--- src/rtl/mips_div_seq.sv ---
// Sequential restoring divider for MIPS DIV/DIVU: one quotient bit per clock on
// operand magnitudes, then a sign fix-up cycle that writes the HI/LO pair.
module mips_div_seq #(
  parameter int WIDTH = 32,
  parameter int CNT_W = 6
) (
  input  logic             CLK,
  input  logic             RST,
  input  logic             START,
  input  logic             SIGNED,
  input  logic [WIDTH-1:0] A,
  input  logic [WIDTH-1:0] B,
  output logic             BUSY,
  output logic             DONE,
  output logic [WIDTH-1:0] LO,
  output logic [WIDTH-1:0] HI,
  output logic             DIV_ZERO
);

  typedef enum logic [1:0] {S_IDLE, S_RUN, S_FIX, S_DONE} state_t;

  state_t           state_q, state_d;
  logic [WIDTH:0]   rem_q, rem_d;
  logic [WIDTH-1:0] quo_q, quo_d;
  logic [WIDTH-1:0] dvs_q, dvs_d;
  logic [CNT_W-1:0] cnt_q, cnt_d;
  logic             sign_a_q, sign_a_d;
  logic             sign_b_q, sign_b_d;
  logic             dz_q, dz_d;
  logic [WIDTH-1:0] lo_q, lo_d;
  logic [WIDTH-1:0] hi_q, hi_d;
  logic             dzo_q, dzo_d;

  logic             a_neg, b_neg;
  logic [WIDTH-1:0] a_mag, b_mag;
  logic [WIDTH+1:0] shifted;
  logic [WIDTH+1:0] trial;

  assign a_neg = SIGNED & A[WIDTH-1];
  assign b_neg = SIGNED & B[WIDTH-1];
  assign a_mag = a_neg ? -A : A;
  assign b_mag = b_neg ? -B : B;

  // Remainder stays below the divisor, so the extra top bit keeps the trial
  // subtraction's sign bit meaningful even for a 0x80000000 magnitude.
  assign shifted = {rem_q, quo_q[WIDTH-1]};
  assign trial   = shifted - {2'b00, dvs_q};

  always_ff @(posedge CLK or posedge RST) begin
    if (RST) begin
      state_q  <= S_IDLE;
      rem_q    <= '0;
      quo_q    <= '0;
      dvs_q    <= '0;
      cnt_q    <= '0;
      sign_a_q <= 1'b0;
      sign_b_q <= 1'b0;
      dz_q     <= 1'b0;
      lo_q     <= '0;
      hi_q     <= '0;
      dzo_q    <= 1'b0;
    end else begin
      state_q  <= state_d;
      rem_q    <= rem_d;
      quo_q    <= quo_d;
      dvs_q    <= dvs_d;
      cnt_q    <= cnt_d;
      sign_a_q <= sign_a_d;
      sign_b_q <= sign_b_d;
      dz_q     <= dz_d;
      lo_q     <= lo_d;
      hi_q     <= hi_d;
      dzo_q    <= dzo_d;
    end
  end

  always_comb begin
    state_d  = state_q;
    rem_d    = rem_q;
    quo_d    = quo_q;
    dvs_d    = dvs_q;
    cnt_d    = cnt_q;
    sign_a_d = sign_a_q;
    sign_b_d = sign_b_q;
    dz_d     = dz_q;
    lo_d     = lo_q;
    hi_d     = hi_q;
    dzo_d    = dzo_q;

    case (state_q)
      S_IDLE: begin
        if (START) begin
          rem_d = '0;
          if (B == '0) begin
            // Divide-by-zero: park the raw dividend in the quotient register for HI.
            state_d  = S_FIX;
            dz_d     = 1'b1;
            quo_d    = A;
            sign_a_d = 1'b0;
            sign_b_d = 1'b0;
          end else begin
            state_d  = S_RUN;
            dz_d     = 1'b0;
            quo_d    = a_mag;
            dvs_d    = b_mag;
            sign_a_d = a_neg;
            sign_b_d = b_neg;
            cnt_d    = CNT_W'(WIDTH);
          end
        end
      end
      S_RUN: begin
        if (!trial[WIDTH+1]) begin
          rem_d = trial[WIDTH:0];
          quo_d = {quo_q[WIDTH-2:0], 1'b1};
        end else begin
          rem_d = shifted[WIDTH:0];
          quo_d = {quo_q[WIDTH-2:0], 1'b0};
        end
        cnt_d = cnt_q - CNT_W'(1);
        if (cnt_q == CNT_W'(1)) begin
          state_d = S_FIX;
        end
      end
      S_FIX: begin
        if (dz_q) begin
          lo_d  = '1;
          hi_d  = quo_q;
          dzo_d = 1'b1;
        end else begin
          lo_d  = (sign_a_q ^ sign_b_q) ? -quo_q : quo_q;
          hi_d  = sign_a_q ? -rem_q[WIDTH-1:0] : rem_q[WIDTH-1:0];
          dzo_d = 1'b0;
        end
        state_d = S_DONE;
      end
      S_DONE: begin
        state_d = S_IDLE;
      end
      default: begin
        state_d = S_IDLE;
      end
    endcase
  end

  assign BUSY     = (state_q == S_RUN) || (state_q == S_FIX);
  assign DONE     = (state_q == S_DONE);
  assign LO       = lo_q;
  assign HI       = hi_q;
  assign DIV_ZERO = dzo_q;

endmodule

--- config.mk ---
export PLATFORM = sky130hd
export DESIGN_NAME = mips_div_seq
export DESIGN_NICKNAME = d
export VERILOG_FILES = /design/src/rtl/mips_div_seq.sv
export SDC_FILE = /design/constraint.sdc
export NUM_CORES = 1
export LEC_CHECK = 0
export ABC_AREA = 1
export ABC_CLOCK_PERIOD_IN_PS = 7200
export CELL_PAD_IN_SITES_DETAIL_PLACEMENT = 1
export CELL_PAD_IN_SITES_GLOBAL_PLACEMENT = 1
export CORE_AREA = 2 2 190 192
export DETAILED_ROUTE_END_ITERATION = 10
export DIE_AREA = 0 0 192 194
export PLACE_DENSITY = 0.9
export SYNTH_ARGS = -nofsm -noshare
export SYNTH_HDL_FRONTEND = slang
export SYNTH_SLANG_ARGS = --single-unit
--- constraint.sdc ---
create_clock -name CLK -period 7.2 [get_ports CLK]
set_clock_uncertainty 0.2 [all_clocks]
set_input_delay 1.44 -clock CLK [delete_from_list [all_inputs] [get_ports CLK]]
set_output_delay 1.44 -clock CLK [all_outputs]
set_load 0.02 [all_outputs]
==> flow_summary.json <==
{
  "status": "completed",
  "reg2reg_setup_slack_ns": 3.89,
  "ys_seq_area_frac": 0.310,
  "drc_errors": 0,
  "hold_buffers": 0,
  "syn_inst": 2195,
  "worst_pin_slew_ns": 1.05,
  "grt_pass1_vias": 15827,
  "nets": 2398,
  "cts_resized": 0,
  "coreArea_sq_um": 35200,
  "overflow": 0,
  "final_antenna_net_count": 0,
  "yosysMostFrequentCell": "nand2_1",
  "crit_path_start_kind": "input pin",
  "final_util": 0.460,
  "max_freq_mhz": 247,
  "maxSlewHeadroom": 0.295,
  "wire_per_inst_microns": 18.8,
  "swShare": 0.553,
  "post_cts_buffers": 0,
  "cts-root-buf": "clkbuf_16",
  "io_buffers": 134,
  "critical_path_class": "in2reg",
  "endpoint_kind": "register",
  "die_w_microns": 192,
  "layout_min_cycle_time_ns": 4.04,
  "power_frac_clock": 0.117,
  "dr.pass1.iters": 5,
  "clock_path_buffers": 2,
  "setup_tns_ns": 0,
  "p_total_w": 0.00849,
  "multi_input_area_sq_um": 8020,
  "synth.top_cells.by_count": "716 x nand2_1, 321 x inv_1, 219 x nand3_1, 197 x nor2_1, 173 x dfrtp_1",
  "synth_top_area_cell": "dfrtp_1",
  "holdCritPathClass": "reg2reg",
  "vias": 15175,
  "slew_violations": 0,
  "num_io_pins": 135,
  "pwr-share-seq": 0.226,
  "hold_viol_final": 0,
  "antenna_found_initial": 2,
  "p_sw_w": 0.00470,
  "intPower_w": 0.00380,
  "finalSetupViolCount": 0,
  "worstHoldPathCells": 2,
  "cts_buffers": 17,
  "synth_area_leaders": "dfrtp_1 31%, nand2_1 19%, inv_1 8.6%",
  "ff_latch_area_sq_um": 4330,
  "dp.cells": 2729,
  "met3WireLength_microns": 2580,
  "final_cells": 2762,
  "yosysTopAreaCellShare": 0.310,
  "p_comb_frac": 0.657,
  "drt_wl_total_microns": 52000,
  "wl_met2_microns": 25100,
  "ys_warn_count": 0,
  "grt_max_degree": 88,
  "syn_area_sq_um": 14000,
  "clk_pin_slew_ns": 0.08,
  "drive_above_1_share": 0.0561,
  "clock-sinks": 173,
  "rows": 69,
  "leakage_nw": 8.18,
  "reg2reg_depth": 8,
  "hpwl_microns": 39500,
  "min_to": "dvs_q[25]$_DFFE_PP0P_",
  "worstPathRequired_ns": 7.36,
  "critPathMaxFanout": 36,
  "die_h_microns": 194,
  "cts_tree": "yes",
  "viasPerCell": 5.49,
  "fin_crit_sh": 0.561,
  "ys_seq_elements": 173,
  "synth_area_per_cell_sq_um": 6.36,
  "hp-start": "dvs_q[25]$_DFFE_PP0P_",
  "syn_to_final_growth_pct": 16.0,
  "die-area_sq_um": 37200,
  "grt_pass1_wl_microns": 83200,
  "synth-edff-count": 0,
  "rr_endpoint": "LO[17]$_DFFE_PP0P_",
  "cts.htree.levels": 4,
  "rsz0062_at_grt": "false",
  "initial_utilization": 0.396,
  "vdd_drop_max_v": 0.000419,
  "r2r-start": "state_q[0]$_DFFE_PP0P_",
  "fin_hold_ws_ns": 0.290,
  "fillers": 4720,
  "routed.top_layer": "met5",
  "synthDistinctLibCells": 45,
  "place_congestion": 0.929,
  "drtIter0Drc": 1067,
  "clk-insertion-delay-late_ns": 0.47,
  "synthFlopType": "dfrtp_1",
  "synth-async-reset-ratio": 1.00,
  "wirelength_met1_microns": 22100,
  "syn-num-nets": 2306,
  "arrival_ns": 4.20,
  "p_per_area_nw_per_um2": 524,
  "grt_usage": 0.282,
  "drv_cap": 0
}
[worst max path at each step]
stage	from	end	slack (ns)	cells past startpoint
CTS	B[0]	quo_q[6]$_DFFE_PP0P_	3.21	15
floorplan	RST	DIV_ZERO$_DFFE_PP0P_	0.87	1
detailed placement	B[0]	quo_q[8]$_DFFE_PP0P_	2.80	15
finish	B[0]	quo_q[6]$_DFFE_PP0P_	3.16	15
global placement	B[0]	quo_q[28]$_DFFE_PP0P_	2.98	15
global route	B[0]	quo_q[6]$_DFFE_PP0P_	2.94	15
[critical path, stage by stage]
cell and delay [ns]:
clkdlybuf4s50_1 0.48, inv_1 0.06, ha_1 0.22, nand3_1 0.10, nor2_1 0.05, nand2_1 0.16, nor2_4 0.07, nand2_1 0.10
nor2_4 0.06, nor2_4 0.74, nand2_1 0.19, nand2_1 0.13, nand2_1 0.09, o21ai_1 0.19, nand2_1 0.09
[per-layer routing]
| layer | vias to the layer above | global-route usage |
|---|---|---|
| met4 | 2 | 0.134 |
| met3 | 127 | 0.0373 |
| met5 | - | 0 |
| met1 | 7395 | 0.356 |
| li1 | 7168 | - |
| met2 | 483 | 0.476 |
[kinds of logic (layout without fill, tap and decap cells)]
logic type / after synthesis / count (layout) / synth area share
AND/OR/NAND/NOR: 1280 / 1280 / 0.408
buffers and inverters: 403 / 508 / 0.116
AO/OA/AOI/OAI: 259 / 259 / 0.103
flip-flops: 173 / 173 / 0.310
adder cells (fa/ha/maj): 43 / 43 / 0.0391
XOR/XNOR: 37 / 37 / 0.0232
other: 0 / 1 / 0
[stage by stage]
stage,worst slack [ns],area (sq um)
2_1_floorplan,0.872,14000
6_report,3.16,16200
5_1_grt,2.94,16200
4_1_cts,3.21,16200
3_3_place_gp,2.98,15600
3_5_place_dp,2.80,15600
[power groups by stage]
| stage | Clock (W) | Sequential (W) | Combinational, W |
|---|---|---|---|
| 5_1_grt | 0.00104 | 0.00196 | 0.00621 |
| 3_3_place_gp | 0 | 0.00189 | 0.00520 |
| 3_5_place_dp | 0 | 0.00191 | 0.00550 |
| 2_1_floorplan | 0 | 0.00189 | 0.00379 |
| 4_1_cts | 0.00100 | 0.00190 | 0.00556 |
| 6_report | 0.000996 | 0.00192 | 0.00558 |
[cell type report]
cell class / count / area share
diodes: 1 / 0.000154
clock buffers: 17 / 0.0263
clock inverters: 15 / 0.0108
inverters: 334 / 0.0777
multi-input cells: 1619 / 0.495
flip-flops and latches: 173 / 0.267
well taps: 461 / 0.0356
repair buffers: 142 / 0.0873
[registers in the layout (all words and copies together) (netlist names)]
signal	cells
DIV_ZERO	1
HI	32
LO	32
cnt_q	6
dvs_q	32
dz_q	1
quo_q	32
rem_q	33
sign_a_q	1
sign_b_q	1
state_q	2
[layout by cell type, fill, tap and decap left out, drive strengths merged]
| master | instances |
|---|---|
| ha | 42 |
| o31ai | 3 |
| nand3b | 13 |
| a21oi | 70 |
| nor3 | 28 |
| xnor2 | 19 |
| clkbuf | 17 |
| clkinv | 7 |
| nand4 | 28 |
| a31o | 1 |
| xor2 | 18 |
| diode | 1 |
| clkdlybuf4s50 | 134 |
| bufinv | 2 |
| and3 | 1 |
| o21bai | 3 |
| and2 | 6 |
| o22ai | 4 |
| nor2 | 208 |
| o211ai | 17 |
| o21ai | 132 |
| buf | 8 |
| or2 | 7 |
| clkinvlp | 1 |
| nand2 | 727 |
| fa | 1 |
| nand3 | 257 |
| a31oi | 17 |
| dfrtp | 173 |
| nor4 | 5 |
| inv | 339 |
| o221ai | 12 |
Power figures use the tool's default switching activity.
